$ cat src/rtl/fixed_point_pkg.sv
// Shared Q5.11 fixed-point definitions for the divider and multiplier datapaths.
// Contents: format constants, the Q5.11 value type, the divider FSM state type,
// and the common Q_ONE / Q_MAX constants.
package fixed_point_pkg;

  localparam int unsigned Q_WIDTH = 16;
  localparam int unsigned Q_FRAC  = 11;

  typedef logic [Q_WIDTH-1:0] q5_11_t;

  typedef enum logic [1:0] {
    IDLE = 2'd0,
    BUSY = 2'd1,
    DONE = 2'd2
  } div_state_e;

  localparam q5_11_t Q_ONE = 16'h0800;
  localparam q5_11_t Q_MAX = 16'hFFFF;

endpackage

$ cat src/rtl/fixed_divider_if.sv
// Handshake bundle for the fixed-point divider.
// Input side : in_valid, in_ready, dividend, divisor.
// Output side: out_valid, out_ready, result, overflow, div_by_zero.
// master: the client issuing operands and consuming results.
// slave : the divider itself.
interface fixed_divider_if
  import fixed_point_pkg::*;
#(
  parameter int unsigned WIDTH = Q_WIDTH
);
  logic             in_valid;
  logic             in_ready;
  logic [WIDTH-1:0] dividend;
  logic [WIDTH-1:0] divisor;
  logic             out_valid;
  logic             out_ready;
  logic [WIDTH-1:0] result;
  logic             overflow;
  logic             div_by_zero;

  modport master (
    output in_valid, dividend, divisor, out_ready,
    input  in_ready, out_valid, result, overflow, div_by_zero
  );

  modport slave (
    input  in_valid, dividend, divisor, out_ready,
    output in_ready, out_valid, result, overflow, div_by_zero
  );
endinterface

$ cat src/rtl/fxdiv_step.sv
// One restoring-division step (combinational).
// Ports:
//   i_rem     : current partial remainder (WIDTH+1 bits)
//   i_bit     : next dividend bit shifted into the remainder
//   i_divisor : divisor
//   o_rem     : partial remainder after this step
//   o_qbit    : quotient bit produced by this step
module fxdiv_step
  import fixed_point_pkg::*;
#(
  parameter int unsigned WIDTH = Q_WIDTH
) (
  input  logic [WIDTH:0]   i_rem,
  input  logic             i_bit,
  input  logic [WIDTH-1:0] i_divisor,
  output logic [WIDTH:0]   o_rem,
  output logic             o_qbit
);

  logic [WIDTH+1:0] w_shift;
  logic [WIDTH:0]   w_diff;

  assign w_shift = {i_rem, i_bit};
  // The remainder entering a step is always below the divisor, so the
  // difference fits in WIDTH+1 bits whenever it is taken.
  assign w_diff  = w_shift[WIDTH:0] - {1'b0, i_divisor};
  assign o_qbit  = (w_shift >= {2'b00, i_divisor});
  assign o_rem   = o_qbit ? w_diff : w_shift[WIDTH:0];

endmodule

$ cat src/rtl/fixed_divider.sv
// Iterative unsigned Q5.11 divider: result = (dividend << FRAC) / divisor.
// Restoring division, one quotient bit per clock, valid/ready on both sides.
// Optional macro FIXED_DIVIDER_ROUND_EN adds a guard bit and rounds half up
// (one extra iteration); without it the quotient is truncated.
// Ports:
//   clk   : clock, all state on the rising edge
//   rst_n : synchronous active-low reset
//   bus   : fixed_divider_if slave (operands in, result/flags out)
module fixed_divider
  import fixed_point_pkg::*;
#(
  parameter int unsigned WIDTH = Q_WIDTH,
  parameter int unsigned FRAC  = Q_FRAC
) (
  input  logic           clk,
  input  logic           rst_n,
  fixed_divider_if.slave bus
);

  localparam int unsigned ITER   = WIDTH + FRAC;
`ifdef FIXED_DIVIDER_ROUND_EN
  localparam int unsigned N_ITER = ITER + 1;
`else
  localparam int unsigned N_ITER = ITER;
`endif
  localparam int unsigned CNT_W  = $clog2(N_ITER + 1);

  div_state_e        r_state;
  logic [WIDTH-1:0]  r_divisor;
  logic [N_ITER-1:0] r_dvd;
  logic [WIDTH:0]    r_rem;
  // Holds all but the final quotient bit; the last bit is merged in
  // combinationally on the final step.
  logic [N_ITER-2:0] r_quo;
  logic [CNT_W-1:0]  r_cnt;
  logic [WIDTH-1:0]  r_result;
  logic              r_overflow;
  logic              r_dbz;

  logic [WIDTH:0]    w_rem_next;
  logic              w_qbit;
  logic [N_ITER-1:0] w_quo_next;
  logic              w_sat;
  logic [WIDTH-1:0]  w_final;
  logic              w_last;

  fxdiv_step #(
    .WIDTH (WIDTH)
  ) u_step (
    .i_rem     (r_rem),
    .i_bit     (r_dvd[N_ITER-1]),
    .i_divisor (r_divisor),
    .o_rem     (w_rem_next),
    .o_qbit    (w_qbit)
  );

  assign w_quo_next = {r_quo, w_qbit};
  assign w_last     = (r_cnt == CNT_W'(N_ITER - 1));

`ifdef FIXED_DIVIDER_ROUND_EN
  logic [ITER-1:0] w_trunc;
  logic [WIDTH:0]  w_sum;

  // LSB of the extended quotient is the guard bit; adding it rounds half up.
  assign w_trunc = w_quo_next[N_ITER-1:1];
  assign w_sum   = {1'b0, w_trunc[WIDTH-1:0]} + {{WIDTH{1'b0}}, w_quo_next[0]};
  assign w_sat   = (|w_trunc[ITER-1:WIDTH]) | w_sum[WIDTH];
  assign w_final = w_sum[WIDTH-1:0];
`else
  assign w_sat   = |w_quo_next[ITER-1:WIDTH];
  assign w_final = w_quo_next[WIDTH-1:0];
`endif

  always_ff @(posedge clk) begin
    if (!rst_n) begin
      r_state    <= IDLE;
      r_divisor  <= '0;
      r_dvd      <= '0;
      r_rem      <= '0;
      r_quo      <= '0;
      r_cnt      <= '0;
      r_result   <= '0;
      r_overflow <= 1'b0;
      r_dbz      <= 1'b0;
    end else begin
      case (r_state)
        IDLE: begin
          if (bus.in_valid) begin
            if (bus.divisor == '0) begin
              r_result   <= '1;
              r_overflow <= 1'b0;
              r_dbz      <= 1'b1;
              r_state    <= DONE;
            end else begin
              r_divisor  <= bus.divisor;
              r_dvd      <= {bus.dividend, {(N_ITER - WIDTH){1'b0}}};
              r_rem      <= '0;
              r_quo      <= '0;
              r_cnt      <= '0;
              r_overflow <= 1'b0;
              r_dbz      <= 1'b0;
              r_state    <= BUSY;
            end
          end
        end
        BUSY: begin
          r_rem <= w_rem_next;
          r_quo <= w_quo_next[N_ITER-2:0];
          r_dvd <= r_dvd << 1;
          r_cnt <= r_cnt + 1'b1;
          if (w_last) begin
            r_result   <= w_sat ? '1 : w_final;
            r_overflow <= w_sat;
            r_state    <= DONE;
          end
        end
        DONE: begin
          if (bus.out_ready) begin
            r_state <= IDLE;
          end
        end
        default: r_state <= IDLE;
      endcase
    end
  end

  assign bus.in_ready    = (r_state == IDLE);
  assign bus.out_valid   = (r_state == DONE);
  assign bus.result      = r_result;
  assign bus.overflow    = r_overflow;
  assign bus.div_by_zero = r_dbz;

endmodule

$ cat src/flat_wrapper.sv
// flat-port wrapper written by rule: the top's interface ports become plain ports
module fixed_divider_flat import fixed_point_pkg::*;
#(
  parameter int unsigned WIDTH = Q_WIDTH,
  parameter int unsigned FRAC  = Q_FRAC
)
  (clk, rst_n, bus_in_valid, bus_dividend, bus_divisor, bus_out_ready, bus_in_ready, bus_out_valid, bus_result, bus_overflow, bus_div_by_zero);
  fixed_divider_if #(.WIDTH(WIDTH)) bus_i ();
  input  logic clk;
  input  logic rst_n;
  input wire logic [$bits(bus_i.in_valid)-1:0] bus_in_valid;
  input wire logic [$bits(bus_i.dividend)-1:0] bus_dividend;
  input wire logic [$bits(bus_i.divisor)-1:0] bus_divisor;
  input wire logic [$bits(bus_i.out_ready)-1:0] bus_out_ready;
  output wire logic [$bits(bus_i.in_ready)-1:0] bus_in_ready;
  output wire logic [$bits(bus_i.out_valid)-1:0] bus_out_valid;
  output wire logic [$bits(bus_i.result)-1:0] bus_result;
  output wire logic [$bits(bus_i.overflow)-1:0] bus_overflow;
  output wire logic [$bits(bus_i.div_by_zero)-1:0] bus_div_by_zero;
  assign bus_i.in_valid = bus_in_valid;
  assign bus_i.dividend = bus_dividend;
  assign bus_i.divisor = bus_divisor;
  assign bus_i.out_ready = bus_out_ready;
  assign bus_in_ready = bus_i.in_ready;
  assign bus_out_valid = bus_i.out_valid;
  assign bus_result = bus_i.result;
  assign bus_overflow = bus_i.overflow;
  assign bus_div_by_zero = bus_i.div_by_zero;
  fixed_divider #(.WIDTH(WIDTH), .FRAC(FRAC)) u_core (.clk(clk), .rst_n(rst_n), .bus(bus_i));
endmodule
$ cat config.mk
export PLATFORM = sky130hd
export DESIGN_NAME = fixed_divider_flat
export DESIGN_NICKNAME = d
export VERILOG_FILES = /design/src/rtl/fixed_point_pkg.sv /design/src/rtl/fixed_divider_if.sv /design/src/rtl/fxdiv_step.sv /design/src/rtl/fixed_divider.sv /design/src/flat_wrapper.sv
export SDC_FILE = /design/constraint.sdc
export NUM_CORES = 1
export LEC_CHECK = 0
export CAP_MARGIN = 20
export CORE_ASPECT_RATIO = 1.1
export CORE_UTILIZATION = 47
export DETAILED_ROUTE_END_ITERATION = 16
export GPL_TIMING_DRIVEN = 0
export HOLD_SLACK_MARGIN = 0.05
export PLACE_DENSITY = 0.69
export SYNTH_ARGS = -nofsm -noshare
export SYNTH_HDL_FRONTEND = slang
export SYNTH_SLANG_ARGS = --single-unit
$ cat constraint.sdc
create_clock -name clk -period 3.55 [get_ports clk]
set_input_delay 0.71 -clock clk [delete_from_list [all_inputs] [get_ports clk]]
set_output_delay 0.71 -clock clk [all_outputs]
set_load 0.01 [all_outputs]
==> metrics.txt, run 1 <==
status=finished, final reports clean; Distinct cells, synth=52; Power Internal=2.53 mW; most common cell after layout, fill and taps aside=dfxtp_1; P_sw=1.78 mW; synthesized cell area=0.00467 mm^2; clock sinks=100; FILL cells=856; All-Layer GR Usage=0.224; CTS tree=done; Final Hold Viols=0; Worst Tran Pin Value=0.782 ns; pwr/cell area=770 mW/mm^2; Seq cells post-synth=100; # rows=37; CP Data Arrival Time=3.36 ns; Top FF cell, synth=dfxtp_1; placed insts=690; sequential fraction of the synthesis area=0.429; DRC violations left=0; leading post-synthesis cells by cell area=dfxtp_1 43%, nor2b_1 6.6%, nand2_1 5.1%; post-route ant nets=0; Req. time, crit path=3.86 ns; Vias=4018; I/O Buffers=55; Post-CTS Setup Bufs=0; largest area contributor in the netlist=dfxtp_1; antenna violations before repair=0; min-delay worst type=reg2reg; final std cells w/o fill=706; area of the die=0.0103 mm^2; Setup CP Type=in2reg; crit path from=bus_divisor[10]; Layout Nets=639; switching share of total power=0.412; H-Tree Depth=3; post-synthesis mux area share=0.0129; total of max-cap violations=0; Crit Path Max Fanout=10; Post-Synth Simple-Gate Area=0.181; GPL Wtd Cong=0.892; Final period util=0.859; pin count of the biggest net entering global routing=21; asr flop ratio synth=0; Setup crit end kind=flop; worst-case clock buffer depth=2; Die X=97.0 um; Net Count, Synth=573; post-DP HPWL=8.40 mm; clock group share of total power=0.188; Slew headroom=0.476; synthesis-to-layout area growth=19.8%; Ports=56; ANT cells=0; total global routing overflow=0; share of layout cells above drive strength 1=0.0662; Post-Synth XOR/XNOR Area=0.0263; vias in the first global route=3885; reg-to-reg startpoint=u_core.r_dvd[26]$_SDFFE_PN0P_; Peak VDD IR=490 uV; Synth top area share=0.429; Adder-Cell Fraction of Synth Area=0.0525; P_leak=2.07 nW; core area=0.00949 mm^2; clock latency on the worst-skew pair=0.38 ns; Comb pwr share=0.501; detailed-routing iteration count for the pre-antenna-repair pass=6; crit path launch type=input port; synth warn=0; first-pass GRT wire length=18.5 mm; register share of total power=0.311; die height=107 um; CTS resizes=0; DR iter-0 viols=265; Final Slew Violations=0; number of buffers created by CTS=9; final setup vio count=0; starting density of the core=0.492; RSZ-0062 raised after global routing=false; CTS Hold Bufs=0; Root Buffer=clkbuf_8; EDFF count, synth=0; clock skew=0.0128 ns; Tmin final=3.05 ns; Final TNS setup=0 ns; Clk pin slew, worst setup/hold paths=0.11 ns; DR WL/cell=16.0 um; Gate Count Post-Synth=518; Hold Startpoint=u_core.r_divisor[13]$_SDFFE_PN0P_; vias per cell=5.69; fmax=328 MHz; syn_area_per_cell=9.01 um^2; Synth Area in Compound Gates=0.250; DRT Wirelength=11.3 mm; largest family of logic cells by synthesized area=compound AO/OA/AOI/OAI gates; most frequent cells in the layout=100 x dfxtp_1, 63 x nand2_1, 55 x clkdlybuf4s50_1
-- layer usage --
metal	vias up	global-route usage	wire (um)
met3	23	0.0440	505
met1	1891	0.265	4850
met2	104	0.401	5700
met5	-	0	0
li1	2000	-	-
met4	0	0.0832	244
-- power groups by stage --
stage / Combinational, mW / Clock [mW] / Sequential, mW
2_1_floorplan: 1.63 / 0 / 1.34
3_3_place_gp: 2.11 / 0 / 1.36
3_5_place_dp: 2.14 / 0 / 1.36
4_1_cts: 2.16 / 0.828 / 1.34
5_1_grt: 2.38 / 0.868 / 1.35
6_report: 2.16 / 0.810 / 1.34
-- critical path, cell delays in order --
cell and delay (ns):
clkdlybuf4s50_1 0.42, nor4_1 0.52, nand4_1 0.22, and2_1 0.25
a21oi_1 0.54, clkbuf_1 0.43, o21ai_0 0.13, a21oi_1 0.13
-- final timing paths --
path / endpoint / slack (ns) / depth (start not counted)
hold reg to reg: u_core.r_divisor[13]$_SDFFE_PN0P_ / 0.48 / 2
setup reg to reg: u_core.r_rem[16]$_SDFFE_PN0P_ / 0.52 / 11
setup / recovery: u_core.bus.result[0]$_SDFFE_PN0P_ / 0.50 / 8
hold / removal: u_core.r_divisor[13]$_SDFFE_PN0P_ / 0.48 / 2
-- state kept, by name (all words and copies together) (netlist names) --
name / cells
u_core.r_cnt: 5
u_core.r_dvd: 16
u_core.r_divisor: 16
u_core.bus.result: 16
u_core.r_quo: 26
u_core.bus.div_by_zero: 1
u_core.bus.overflow: 1
u_core.r_state: 2
u_core.r_rem: 17
-- Yosys cell counts, types with 3 or more instances --
cell type    n
dfxtp_1    100
nand2_1     63
nor2b_1     49
clkbuf_1    29
a22oi_1     26
inv_1       24
a21oi_1     22
ha_1        18
o21ai_1     18
a21boi_0    16
nor2_1      16
a222oi_1    15
o221a_2     15
o21ai_0     10
xnor2_1      9
nand3_1      8
nor4_1       7
and2_1       6
mux2i_1      6
o21a_1       6
a32oi_1      5
xor2_1       5
a211oi_1     3
a21o_1       3
nand4_1      3
nor3_1       3
-- per-stage QoR --
| step | utilization | hold WS (ns) | setup slack [ns] | cell area (um^2) | power [mW] |
|---|---|---|---|---|---|
| 6_report | 0.589 | 0.475 | 0.501 | 5590 | 4.31 |
| 4_1_cts | 0.589 | 0.478 | 0.475 | 5590 | 4.32 |
| 5_1_grt | 0.589 | 0.493 | 0.265 | 5590 | 4.61 |
| 2_1_floorplan | - | 0.443 | 0.904 | 4670 | 2.97 |
| 3_3_place_gp | 0.565 | 0.453 | 0.113 | 5370 | 3.47 |
| 3_5_place_dp | 0.565 | 0.462 | 0.0623 | 5370 | 3.50 |
-- cell families (layout without fill, tap and decap cells) --
logic type	count (synthesis)	after routing
DFF	100	100
buffers and inverters	57	128
adders and majority gates	19	19
AOI/OAI and AO/OA	156	156
xor gates and xnor gates	14	14
and+or+nand+nor	166	166
muxes	6	6
-- cell type report --
cell class	instances	area [um^2]	area share
tap	117	146	0.0262
clock inverter	7	103	0.0183
timing repair buffer	55	551	0.0985
clock buffer	9	124	0.0222
multi-input combinational	361	2440	0.436
inverter	24	90.1	0.0161
buffer	33	136	0.0244
sequential	100	2000	0.358
Power figures use the tool's default switching activity.
==> run 2: changes to the inputs <==
--- a/config.mk
+++ b/config.mk
@@ -7,6 +7,7 @@
 export LEC_CHECK = 0
 export CAP_MARGIN = 20
 export CORE_ASPECT_RATIO = 1.1
+export CORE_MARGIN = 4
 export CORE_UTILIZATION = 47
 export DETAILED_ROUTE_END_ITERATION = 16
 export GPL_TIMING_DRIVEN = 0
==> run 2 against run 1 <==
  * Setup slack lost 0.22 ns
  * Sequential power about the same
  * Clock skew decreased by 0.0041 ns
  * Non-clock buffer count unchanged
  * Critical endpoint unchanged
  * Largest cell class unchanged
  * Highest routed layer unchanged
==> metrics.txt, run 2 (same netlist as run 1, synthesis figures left out) <==
Final Slew Violations=0; CTS Hold Bufs=0; FILL cells=881; total global routing overflow=0; Die X=103 um; synthesis-to-layout area growth=19.1%; pin count of the biggest net entering global routing=18; CTS resizes=0; min-delay worst type=reg2reg; Reg2Reg Depth=11; CP Data Arrival Time=3.57 ns; DR iter-0 viols=223; Ports=56; Post-CTS Setup Bufs=0; vias per cell=5.67; I/O Buffers=55; total of max-cap violations=0; CTS tree=done; Peak VDD IR=337 uV; DRT Wirelength=11.1 mm; worst hold path stage count=2; reg-to-reg startpoint=u_core.r_dvd[26]$_SDFFE_PN0P_; Setup crit end kind=flop; Worst Tran Pin Value=0.670 ns; max reg flops=26; antenna violations before repair=0; Final Hold Viols=0; Comb pwr share=0.508; Vias=4006; final setup vio count=0; Root Buffer=clkbuf_8; ANT cells=0; Final period util=0.919; clock group share of total power=0.174; All-Layer GR Usage=0.196; detailed-routing iteration count for the pre-antenna-repair pass=5; P_leak=2.06 nW; register share of total power=0.318; starting density of the core=0.490; placed insts=690; area of all placed cells without fillers=0.00556 mm^2; post-DP HPWL=8.34 mm; Hold Path End=u_core.r_divisor[6]$_SDFFE_PN0P_; fmax=306 MHz; switching share of total power=0.401; Final Power=4.20 mW; worst-case clock buffer depth=2; crit path launch type=input port; clock latency on the worst-skew pair=0.36 ns; DRC violations left=0; die height=113 um; Tmin final=3.26 ns; Slew headroom=0.554; RSZ-0062 raised after global routing=false; r2r endpoint=u_core.r_rem[16]$_SDFFE_PN0P_; Clk pin slew, worst setup/hold paths=0.09 ns; Hold WS=0.469 ns; Top reg by flops=u_core.r_quo; most frequent cells in the layout=100 x dfxtp_1, 63 x nand2_1, 55 x clkdlybuf4s50_1; vias in the first global route=3773; post-route ant nets=0; most common cell after layout, fill and taps aside=dfxtp_1; area of the die=0.0116 mm^2; Layout Nets=639; first-pass GRT wire length=18.2 mm; H-Tree Depth=3; dpl cell area=0.00537 mm^2; P_sw=1.68 mW; GPL Wtd Cong=0.891; flop2flop setup slack=0.60 ns; Regs by FF count=u_core.r_quo (26), u_core.r_rem (17); Setup CP Type=in2reg; Req. time, crit path=3.85 ns; Power Internal=2.51 mW; pwr/cell area=754 mW/mm^2; status=finished, final reports clean; Hold Startpoint=u_core.r_divisor[6]$_SDFFE_PN0P_; DR WL/cell=15.7 um; core area=0.00954 mm^2; # rows=37; share of layout cells above drive strength 1=0.0645; clock sinks=100; clock skew=0.00865 ns; final std cells w/o fill=706; Crit Path Max Fanout=10; number of buffers created by CTS=9
-- run 2: per-stage QoR --
step,setup WS [ns],TNS [ns],utilization
after global placement,-0.174,-2.93,0.563
final,0.286,0,0.583
after floorplan,0.904,0,-
after CTS,0.267,0,0.583
after global routing,0.128,0,0.583
after detailed placement,-0.116,-1.33,0.563
-- run 2: critical path, stage by stage --
cell and delay, ns:
clkdlybuf4s50_1 0.42, nor4_1 0.59, nand4_1 0.31, and2_1 0.29
a21oi_1 0.54, clkbuf_1 0.43, o21ai_0 0.15, a21oi_1 0.12
-- run 2: layout make-up --
| type | instances | area (um^2) | share of cell area |
|---|---|---|---|
| multi-input combinational | 361 | 2440 | 0.439 |
| sequential | 100 | 2000 | 0.360 |
| timing repair buffer | 55 | 551 | 0.0990 |
| tap | 117 | 146 | 0.0263 |
| buffer | 33 | 136 | 0.0245 |
| clock buffer | 10 | 128 | 0.0229 |
| inverter | 24 | 90.1 | 0.0162 |
| clock inverter | 6 | 68.8 | 0.0124 |
-- run 2: worst max path at each step --
stage / start / end
after floorplan: u_core.r_dvd[26]$_SDFFE_PN0P_ / u_core.r_rem[16]$_SDFFE_PN0P_
final: bus_divisor[10] / u_core.bus.result[0]$_SDFFE_PN0P_
after global placement: bus_divisor[10] / u_core.bus.result[0]$_SDFFE_PN0P_
after CTS: bus_divisor[10] / u_core.bus.result[0]$_SDFFE_PN0P_
after detailed placement: bus_divisor[10] / u_core.bus.result[0]$_SDFFE_PN0P_
after global routing: bus_divisor[10] / u_core.bus.result[0]$_SDFFE_PN0P_
-- run 2: routing by layer --
layer / share of wire / up-vias / global-route usage
li1: - / 2007 / -
met1: 0.48 / 1906 / 0.269
met2: 0.47 / 79 / 0.315
met3: 0.040 / 14 / 0.0249
met4: 0.016 / 0 / 0.0648
met5: 0 / - / 0
-- run 2: power by group through the flow --
stage,clock network (mW),registers (mW),logic (mW)
final,0.729,1.33,2.13
after global routing,0.797,1.35,2.35
after CTS,0.749,1.33,2.12
after detailed placement,0,1.36,2.11
after global placement,0,1.35,2.09
after floorplan,0,1.34,1.63
==> run 3: changes to the inputs <==
--- a/config.mk
+++ b/config.mk
@@ -7,7 +7,7 @@
 export LEC_CHECK = 0
 export CAP_MARGIN = 20
 export CORE_ASPECT_RATIO = 1.1
-export CORE_MARGIN = 4
+export CORE_MARGIN = 8
 export CORE_UTILIZATION = 47
 export DETAILED_ROUTE_END_ITERATION = 16
 export GPL_TIMING_DRIVEN = 0
==> run 3 against run 2 <==
  * Global-route usage fell by 2.2 points
  * Routed wire length rose by 4.5%
  * Critical path depth did not move
  * First-iteration DRC count rose by 4.9%
  * Largest power group unchanged
  * Sequential share of layout area barely moved
  * Worst hold slack barely moved
==> metrics.txt, run 3 (same netlist as run 1, synthesis figures left out) <==
antenna violations before repair=0; Layout Nets=639; first-pass GRT wire length=19.3 mm; Clk pin slew, worst setup/hold paths=0.10 ns; # rows=38; most common cell after layout, fill and taps aside=dfxtp_1; Top delay family on crit path=simple AND/OR/NAND/NOR gates; DRT Wirelength=11.6 mm; synthesis-to-layout area growth=19.0%; clock skew=0.0107 ns; Final period util=0.874; Peak VDD IR=490 uV; DRC violations left=0; dpl ws=0.0530 ns; worst-case clock buffer depth=2; final setup margin=0.448 ns; GPL Wtd Cong=0.946; die height=121 um; pwr/cell area=753 mW/mm^2; pin count of the biggest net entering global routing=19; starting density of the core=0.479; routed wl met3=427 um; Slew headroom=0.528; vias in the first global route=4010; P_leak=2.04 nW; ANT cells=0; Top Metal Used=met4; Vias=4038; number of buffers created by CTS=9; Crit-path slowest cell=a21oi_1; Bufs and invs on worst path=2; area of the die=0.0134 mm^2; All-Layer GR Usage=0.174; CTS resizes=0; CTS Hold Bufs=0; Hold Startpoint=u_core.r_divisor[11]$_SDFFE_PN0P_; post-DP HPWL=8.70 mm; Hold WS=0.469 ns; min-delay worst type=reg2reg; Final Hold Viols=0; total global routing overflow=0; metal2 WL=5.71 mm; final setup vio count=0; status=finished, final reports clean; share of layout cells above drive strength 1=0.0646; most frequent CP cell=a21oi_1; Setup CP Type=in2reg; CP max stage delay=0.57 ns; DR iter-0 viols=234; FILL cells=853; Final TNS setup=0 ns; met1 wire length=5.06 mm; detailed-routing iteration count for the pre-antenna-repair pass=5; post-route ant nets=0; total of max-cap violations=0; Multi-input gate area=0.00244 mm^2; Die X=111 um; crit path launch type=input port; core area=0.00975 mm^2; Root Buffer=clkbuf_8; clock latency on the worst-skew pair=0.36 ns; CP Data Arrival Time=3.40 ns; DR WL/cell=16.3 um; Final Slew Violations=0; most frequent cells in the layout=100 x dfxtp_1, 63 x nand2_1, 55 x clkdlybuf4s50_1; Regs by FF count=u_core.r_quo (26), u_core.r_rem (17); Crit Path Max Fanout=10; Req. time, crit path=3.85 ns; fmax=322 MHz; H-Tree Depth=3; RSZ-0062 raised after global routing=false; Worst Tran Pin Value=0.708 ns; I/O Buffers=55; reg-to-reg startpoint=u_core.r_dvd[26]$_SDFFE_PN0P_; Post-CTS Setup Bufs=0; CTS tree=done; Ports=56; clock sinks=100; Tmin final=3.10 ns; Setup crit end kind=flop; vias per cell=5.70; crit path from=bus_divisor[11]; Top reg by flops=u_core.r_quo; max reg flops=26; worst-path cell chain=clkdlybuf4s50_1 > nor4_1 > nand4_1 > and2_1 > a21oi_1 > clkbuf_1 > o21ai_0 > a21oi_1; Reg area=0.00200 mm^2
==> run 3: routing by layer <==
layer,vias up,track usage
li1,2015,-
met1,1905,0.200
met4,0,0.0759
met3,30,0.0371
met5,-,0
met2,88,0.304
==> run 3: cell type report <==
cell class | count | area share
Buffer | 33 | 0.0246
Clock buffer | 9 | 0.0223
Clock inverter | 6 | 0.0110
Inverter | 24 | 0.0162
Multi-Input combinational cell | 361 | 0.439
Sequential cell | 100 | 0.360
Tap cell | 120 | 0.0270
Timing Repair Buffer | 55 | 0.0991
==> run 3: worst min-delay path, stage by stage (launching register included) <==
cell and delay [ns]:
dfxtp_1 0.32, nand2_1 0.05, a21boi_0 0.06
==> run 3: per-stage QoR <==
stage | std cells | util | power [mW] | cell area [um^2]
final | 708 | 0.570 | 4.18 | 5550
after global routing | 708 | 0.570 | 4.49 | 5550
after CTS | 708 | 0.570 | 4.19 | 5550
after detailed placement | 693 | 0.551 | 3.49 | 5370
after global placement | 693 | 0.551 | 3.48 | 5370
after floorplan | 518 | - | 2.97 | 4670
==> run 3: final timing paths <==
| kind | endpoint | slack [ns] | cells after the start |
|---|---|---|---|
| setup / recovery | u_core.bus.result[0]$_SDFFE_PN0P_ | 0.45 | 8 |
| hold / removal | u_core.r_divisor[11]$_SDFFE_PN0P_ | 0.47 | 2 |
| setup reg to reg | u_core.r_rem[16]$_SDFFE_PN0P_ | 0.61 | 11 |
| hold reg to reg | u_core.r_divisor[11]$_SDFFE_PN0P_ | 0.47 | 2 |
==> run 3: where the power goes <==
| group | switching (mW) | total, mW | internal (mW) |
|---|---|---|---|
| logic | 1.21 | 2.15 | 0.935 |
| clock network | 0.429 | 0.697 | 0.267 |
| registers | 0.0928 | 1.34 | 1.24 |
